==> config.mk <==
export PLATFORM = sky130hd
export DESIGN_NAME = seq_write
export DESIGN_NICKNAME = d
export VERILOG_FILES = /design/src/rtl/seq_write.sv
export SDC_FILE = /design/constraint.sdc
export NUM_CORES = 2
export LEC_CHECK = 0
export CELL_PAD_IN_SITES_DETAIL_PLACEMENT = 1
export CELL_PAD_IN_SITES_GLOBAL_PLACEMENT = 1
export CORE_ASPECT_RATIO = 0.5
export CORE_UTILIZATION = 60
export CTS_BUF_LIST = sky130_fd_sc_hd__clkbuf_4
export DETAILED_ROUTE_END_ITERATION = 10
export MAX_ROUTING_LAYER = met4
export PLACE_DENSITY_LB_ADDON = 0.15
export RECOVER_POWER = 25
export SLEW_MARGIN = 0
export SYNTH_ARGS = -nofsm -noshare
export SYNTH_HDL_FRONTEND = slang
export SYNTH_SLANG_ARGS = --single-unit
==> constraint.sdc <==
create_clock -name clk -period 5.95 [get_ports clk]
set_input_delay 1.4875 -clock clk [delete_from_list [all_inputs] [get_ports clk]]
set_output_delay 1.4875 -clock clk [all_outputs]
set_load 0.05 [all_outputs]
==> src/rtl/seq_write.sv <==
// seq_write: sequence recorder. Appends one entry per w_en strobe at the
// running index, supports clear, undo (pop last) and replace-last, and offers
// a registered random-access read port with a hit flag.
module seq_write #(
    parameter int DATA_W = 12,
    parameter int DEPTH  = 256,
    parameter int ADDR_W = 8
) (
    input  logic              clk,
    input  logic              rst,
    input  logic              clr,
    input  logic              w_en,
    input  logic [DATA_W-1:0] w_data,
    input  logic              undo,
    input  logic [ADDR_W-1:0] rd_addr,
    output logic [DATA_W-1:0] rd_data,
    output logic              rd_hit,
    output logic [ADDR_W:0]   count,
    output logic              empty,
    output logic              full,
    output logic              overflow,
    output logic [DATA_W-1:0] last
);

    localparam logic [ADDR_W:0] DEPTH_C = (ADDR_W+1)'(DEPTH);

    typedef enum logic [1:0] {
        ST_EMPTY,
        ST_FILLING,
        ST_FULL
    } state_e;

    logic [DATA_W-1:0] mem [DEPTH];

    logic [ADDR_W:0]   count_q, count_d;
    logic              overflow_q, overflow_d;
    logic [DATA_W-1:0] last_q, last_d;
    logic              pend_q, pend_d;
    logic [DATA_W-1:0] rd_data_q;
    logic              rd_hit_q;

    logic              we;
    logic [ADDR_W-1:0] waddr;
    logic [ADDR_W-1:0] tail_idx;
    state_e            state;

    // Index of the most recent valid entry (wraps to DEPTH-1 when full).
    assign tail_idx = count_q[ADDR_W-1:0] - ADDR_W'(1);

    // State register: count and its companions, plus the read port.
    always_ff @(posedge clk) begin
        if (rst) begin
            count_q    <= '0;
            overflow_q <= 1'b0;
            last_q     <= '0;
            pend_q     <= 1'b0;
            rd_data_q  <= '0;
            rd_hit_q   <= 1'b0;
        end else begin
            count_q    <= count_d;
            overflow_q <= overflow_d;
            last_q     <= last_d;
            pend_q     <= pend_d;
            rd_data_q  <= mem[rd_addr];
            rd_hit_q   <= ({1'b0, rd_addr} < count_q);
        end
    end

    // RAM write port; contents are intentionally left untouched by reset.
    always_ff @(posedge clk) begin
        if (!rst && we) begin
            mem[waddr] <= w_data;
        end
    end

    // Next-state: clr beats everything, then replace/append/undo. After an
    // undo, last is refreshed one cycle later from the new tail so the RAM
    // lookup uses the already-decremented count.
    always_comb begin
        count_d    = count_q;
        overflow_d = overflow_q;
        last_d     = last_q;
        pend_d     = 1'b0;
        we         = 1'b0;
        waddr      = count_q[ADDR_W-1:0];
        if (clr) begin
            count_d    = '0;
            overflow_d = 1'b0;
            last_d     = '0;
        end else if (w_en && undo && state != ST_EMPTY) begin
            we     = 1'b1;
            waddr  = tail_idx;
            last_d = w_data;
        end else if (w_en) begin
            if (state == ST_FULL) begin
                overflow_d = 1'b1;
            end else begin
                we      = 1'b1;
                count_d = count_q + (ADDR_W+1)'(1);
                last_d  = w_data;
            end
        end else if (undo && state != ST_EMPTY) begin
            count_d = count_q - (ADDR_W+1)'(1);
            pend_d  = 1'b1;
        end else if (pend_q) begin
            last_d = (state == ST_EMPTY) ? '0 : mem[tail_idx];
        end
    end

    // Output decode: occupancy state derived from the registered count.
    always_comb begin
        if (count_q == '0) begin
            state = ST_EMPTY;
        end else if (count_q == DEPTH_C) begin
            state = ST_FULL;
        end else begin
            state = ST_FILLING;
        end
        empty    = (state == ST_EMPTY);
        full     = (state == ST_FULL);
        count    = count_q;
        overflow = overflow_q;
        last     = last_q;
        rd_data  = rd_data_q;
        rd_hit   = rd_hit_q;
    end

endmodule

==> metrics.md <==
| Metric | Value |
|---|---|
| Layout cells sized above 1 | 0.456 |
| Yosys cell types | 63 |
| Post-route setup TNS | 0 ns |
| Die height | 349 um |
| Post-Syn Instances | 6624 |
| Gpl congestion | 0.961 |
| Clk slew on worst S/H paths | 0.08 ns |
| R2R cell count | 10 |
| Worst Setup EP | last[8] |
| Crit Reg-Reg Endpoint | last[4] |
| Crit-path cells | clkbuf_1 > buf_4 > a31oi_1 > o21ai_0 |
| Core Region | 237000 um2 |
| CP top delay family | buffers and inverters |
| Ys async rst share | 0 |
| # setup viols final | 0 |
| Main area contributors after synthesis | edfxtp_1 64%, mux4_2 29%, buf_2 0.75% |
| Ys Warns | 0 |
| Initial Util | 0.607 |
| RSZ-0062 raised after global routing | false |
| Crit-path max cell delay | 3.97 ns |
| # IOs | 62 |
| Post-route clock period utilization | 0.990 |
| H-tree Lvls | 6 |
| Yosys top cell by area | edfxtp_1 |
| Worst Hold Slack | 0.528 ns |
| DRC viols | 3 |
| Commonest cells post-synth | 3072 x edfxtp_1, 1886 x mux4_2, 280 x nor2_1 |
| Setup crit end kind | register |
| Via Count | 86700 |
| First-pass GRT wire length | 680000 um |
| CTS Root Buffer Type | clkbuf_4 |
| Clock latency on the worst-skew pair | 1.44 ns |
| Failing checks | design-rule violations, max-capacitance violations, max-slew violations |
| EDFF count, synth | 3072 |
| Crit path max fanout | 92 |
| Final Slew Violations | 1684 |
| Primary FF master, synth | edfxtp_1 |
| R2r setup slk | 0.19 ns |
| Post-CTS Repair Setup Buffers | 0 |
| Final wirelength | 488000 um |
| Count leader, synth | edfxtp_1 |
| Crit path kind | in2reg |
| Number of global-route vias before repair | 86300 |
| Buffers & Inverters on Critical Path | 2 |
| Fmax | 170 MHz |
| Post-synth top area share | 0.640 |
| Pin count of the biggest net entering global routing | 160 |
| Syn Nets | 6666 |
| Worst path depth | 4 |
| Area Growth Syn to Fin | 11.3% |
| Clock skew | 0.0970 ns |
| Worst rel slew slack | -3.04 |
| Initial antenna violation count | 45 |
| WP data required | 7.31 ns |
| Die footprint | 242000 um2 |
| Remaining Overflow, GRT | 0 |
| Wire length per cell | 43.7 um |
| Final Hold Fails | 0 |
| PD cells | 314 nW/um2 |
| Maximum vdd drop | 248 uV |
| Critical-path top delay cell | clkbuf_1 |
| Sinks on Clock Net | 3108 |
| Critical Path Source Type | input pin |
| Drt first pass iters | 9 |
| Global Route Usage Sum | 0.419 |
| Max_cap viols | 17 |
| Reg2reg start | count[0] |
| Static leakage power | 50.0 nW |
| Via/cell ratio | 7.77 |
| Synth Cell Area | 144000 um2 |
| PortBufs | 61 |
| TritonCTS Buffers | 691 |
| CTS Buffer Depth | 4 |
| Die Wd | 695 um |
| Worst-margin pin slew | 6.05 ns |
| Status | finished, violations left |
| Post-layout nets | 7443 |
| Arrival @ worst endpoint | 7.25 ns |
| Row cnt | 126 |
| CTS tree | yes |
| Hold Path Class | reg2reg |
| Sequential element share of the synthesized area | 0.645 |
| Post-DP HPWL | 316000 um |
| Avg Inst Size Synth | 21.8 um2 |
| Yosys reg bits | 3108 |
| Minimum clock period | 5.89 ns |
| Drt first-iter violations | 16500 |
| Total power | 50.4 mW |
| Antenna viol nets, final | 0 |
| CP startpoint | w_data[8] |
area by class of cell:
| class | instances | area [um2] |
|---|---|---|
| well taps | 3200 | 4000 |
| multi-input cells | 2963 | 48800 |
| flip-flops and latches | 3108 | 93000 |
| inverters | 13 | 48.8 |
| fillers | 18800 | 76800 |
| clock buffers | 1058 | 7940 |
| diodes | 57 | 143 |
| repair buffers | 624 | 5660 |
| clock inverters | 145 | 846 |
per-layer routing:
metal  routed length, um  track usage  share of wire  vias up
li1                    -            -              -    31400
met1              165000        0.567           0.34    45800
met4               20600        0.148          0.042        0
met3               84200        0.169           0.17     1098
met2              218000        0.585           0.45     8471
met5                   0            -              0        -
state kept, by name (all words and copies together), names as in the netlist:
signal	count
rd_hit	1
pend_q	1
last	12
rd_data	12
overflow	1
count	9
mem	3072
timing repair:
| item | CTS | global route |
|---|---|---|
| resized for setup | 1 | 0 |
| endpoints found under the setup margin | 1 | 0 |
| hold buffers | 0 | 0 |
worst min-delay path: cells and delay by family, from the launching register on:
kind,cells,cell delay (ns)
flip-flops,1,0.36
AND/OR/NAND/NOR,1,0.08
AO/OA/AOI/OAI,1,0.05
metrics by stage:
step,utilization,std cells,worst slack [ns],area [um2]
detailed placement,0.639,9907,0.134,152000
global route,0.676,11200,0.0467,160000
floorplan,-,6624,1.75,144000
finish,0.676,11200,0.0585,160000
CTS,0.676,11100,0.105,160000
global placement,0.639,9907,0.173,152000
placed cells by master, fill, tap and decap left out, types with 5 or more instances in the layout:
| cell type | instances |
|---|---|
| o211ai_1 | 33 |
| edfxtp_1 | 3072 |
| o21ai_0 | 22 |
| mux4_2 | 1886 |
| diode_2 | 57 |
| nand3_4 | 8 |
| inv_2 | 13 |
| nor2b_1 | 15 |
| clkbuf_1 | 12 |
| nor3_1 | 7 |
| clkbuf_4 | 1059 |
| nand2_2 | 6 |
| clkinv_2 | 11 |
| clkinv_1 | 107 |
| bufinv_16 | 10 |
| mux2i_1 | 46 |
| o22ai_1 | 6 |
| a211oi_1 | 26 |
| nand3_1 | 67 |
| nor2_1 | 276 |
| a21o_1 | 8 |
| xnor2_1 | 7 |
| inv_1 | 11 |
| buf_4 | 486 |
| a2111oi_0 | 5 |
| clkdlybuf4s50_1 | 43 |
| xnor2_2 | 5 |
| nand2_1 | 201 |
| a22oi_1 | 130 |
| buf_12 | 72 |
| a21oi_1 | 71 |
| a2111oi_1 | 6 |
| dfxtp_1 | 35 |
| nand4_1 | 33 |
| ha_1 | 15 |
| a31oi_1 | 18 |
how the worst min path moves through the flow:
stage	cells past startpoint	end	from	slack (ns)
after floorplan	2	overflow	overflow	0.72
after global placement	2	overflow	overflow	0.52
after detailed placement	2	overflow	overflow	0.50
after CTS	1	mem[126][0]	w_data[0]	0.51
after global routing	2	overflow	overflow	0.57
final	2	overflow	overflow	0.53
logic make-up (layout without fill, tap and decap cells):
kind of cell	count (synthesis)	count (layout)	synth area share
AO/OA/AOI/OAI	349	349	0.0170
AND/OR/NAND/NOR	645	645	0.0198
adder cells (fa/ha/maj)	17	17	0.00153
other	0	57	0
multiplexers	1937	1937	0.298
XOR/XNOR	15	15	0.00104
flip-flops	3108	3108	0.645
buffers and inverters	553	1840	0.0170
where the power goes:
group | internal (mW) | switching, mW | total, mW | leakage [nW]
Clock | 8.49 | 8.88 | 17.4 | 5.28
Combinational | 3.31 | 5.57 | 8.88 | 16.8
Sequential | 24.1 | 0.0678 | 24.2 | 27.9
Total | 35.9 | 14.5 | 50.4 | 50.0
Note: power is estimated with default switching activity, not from simulation.
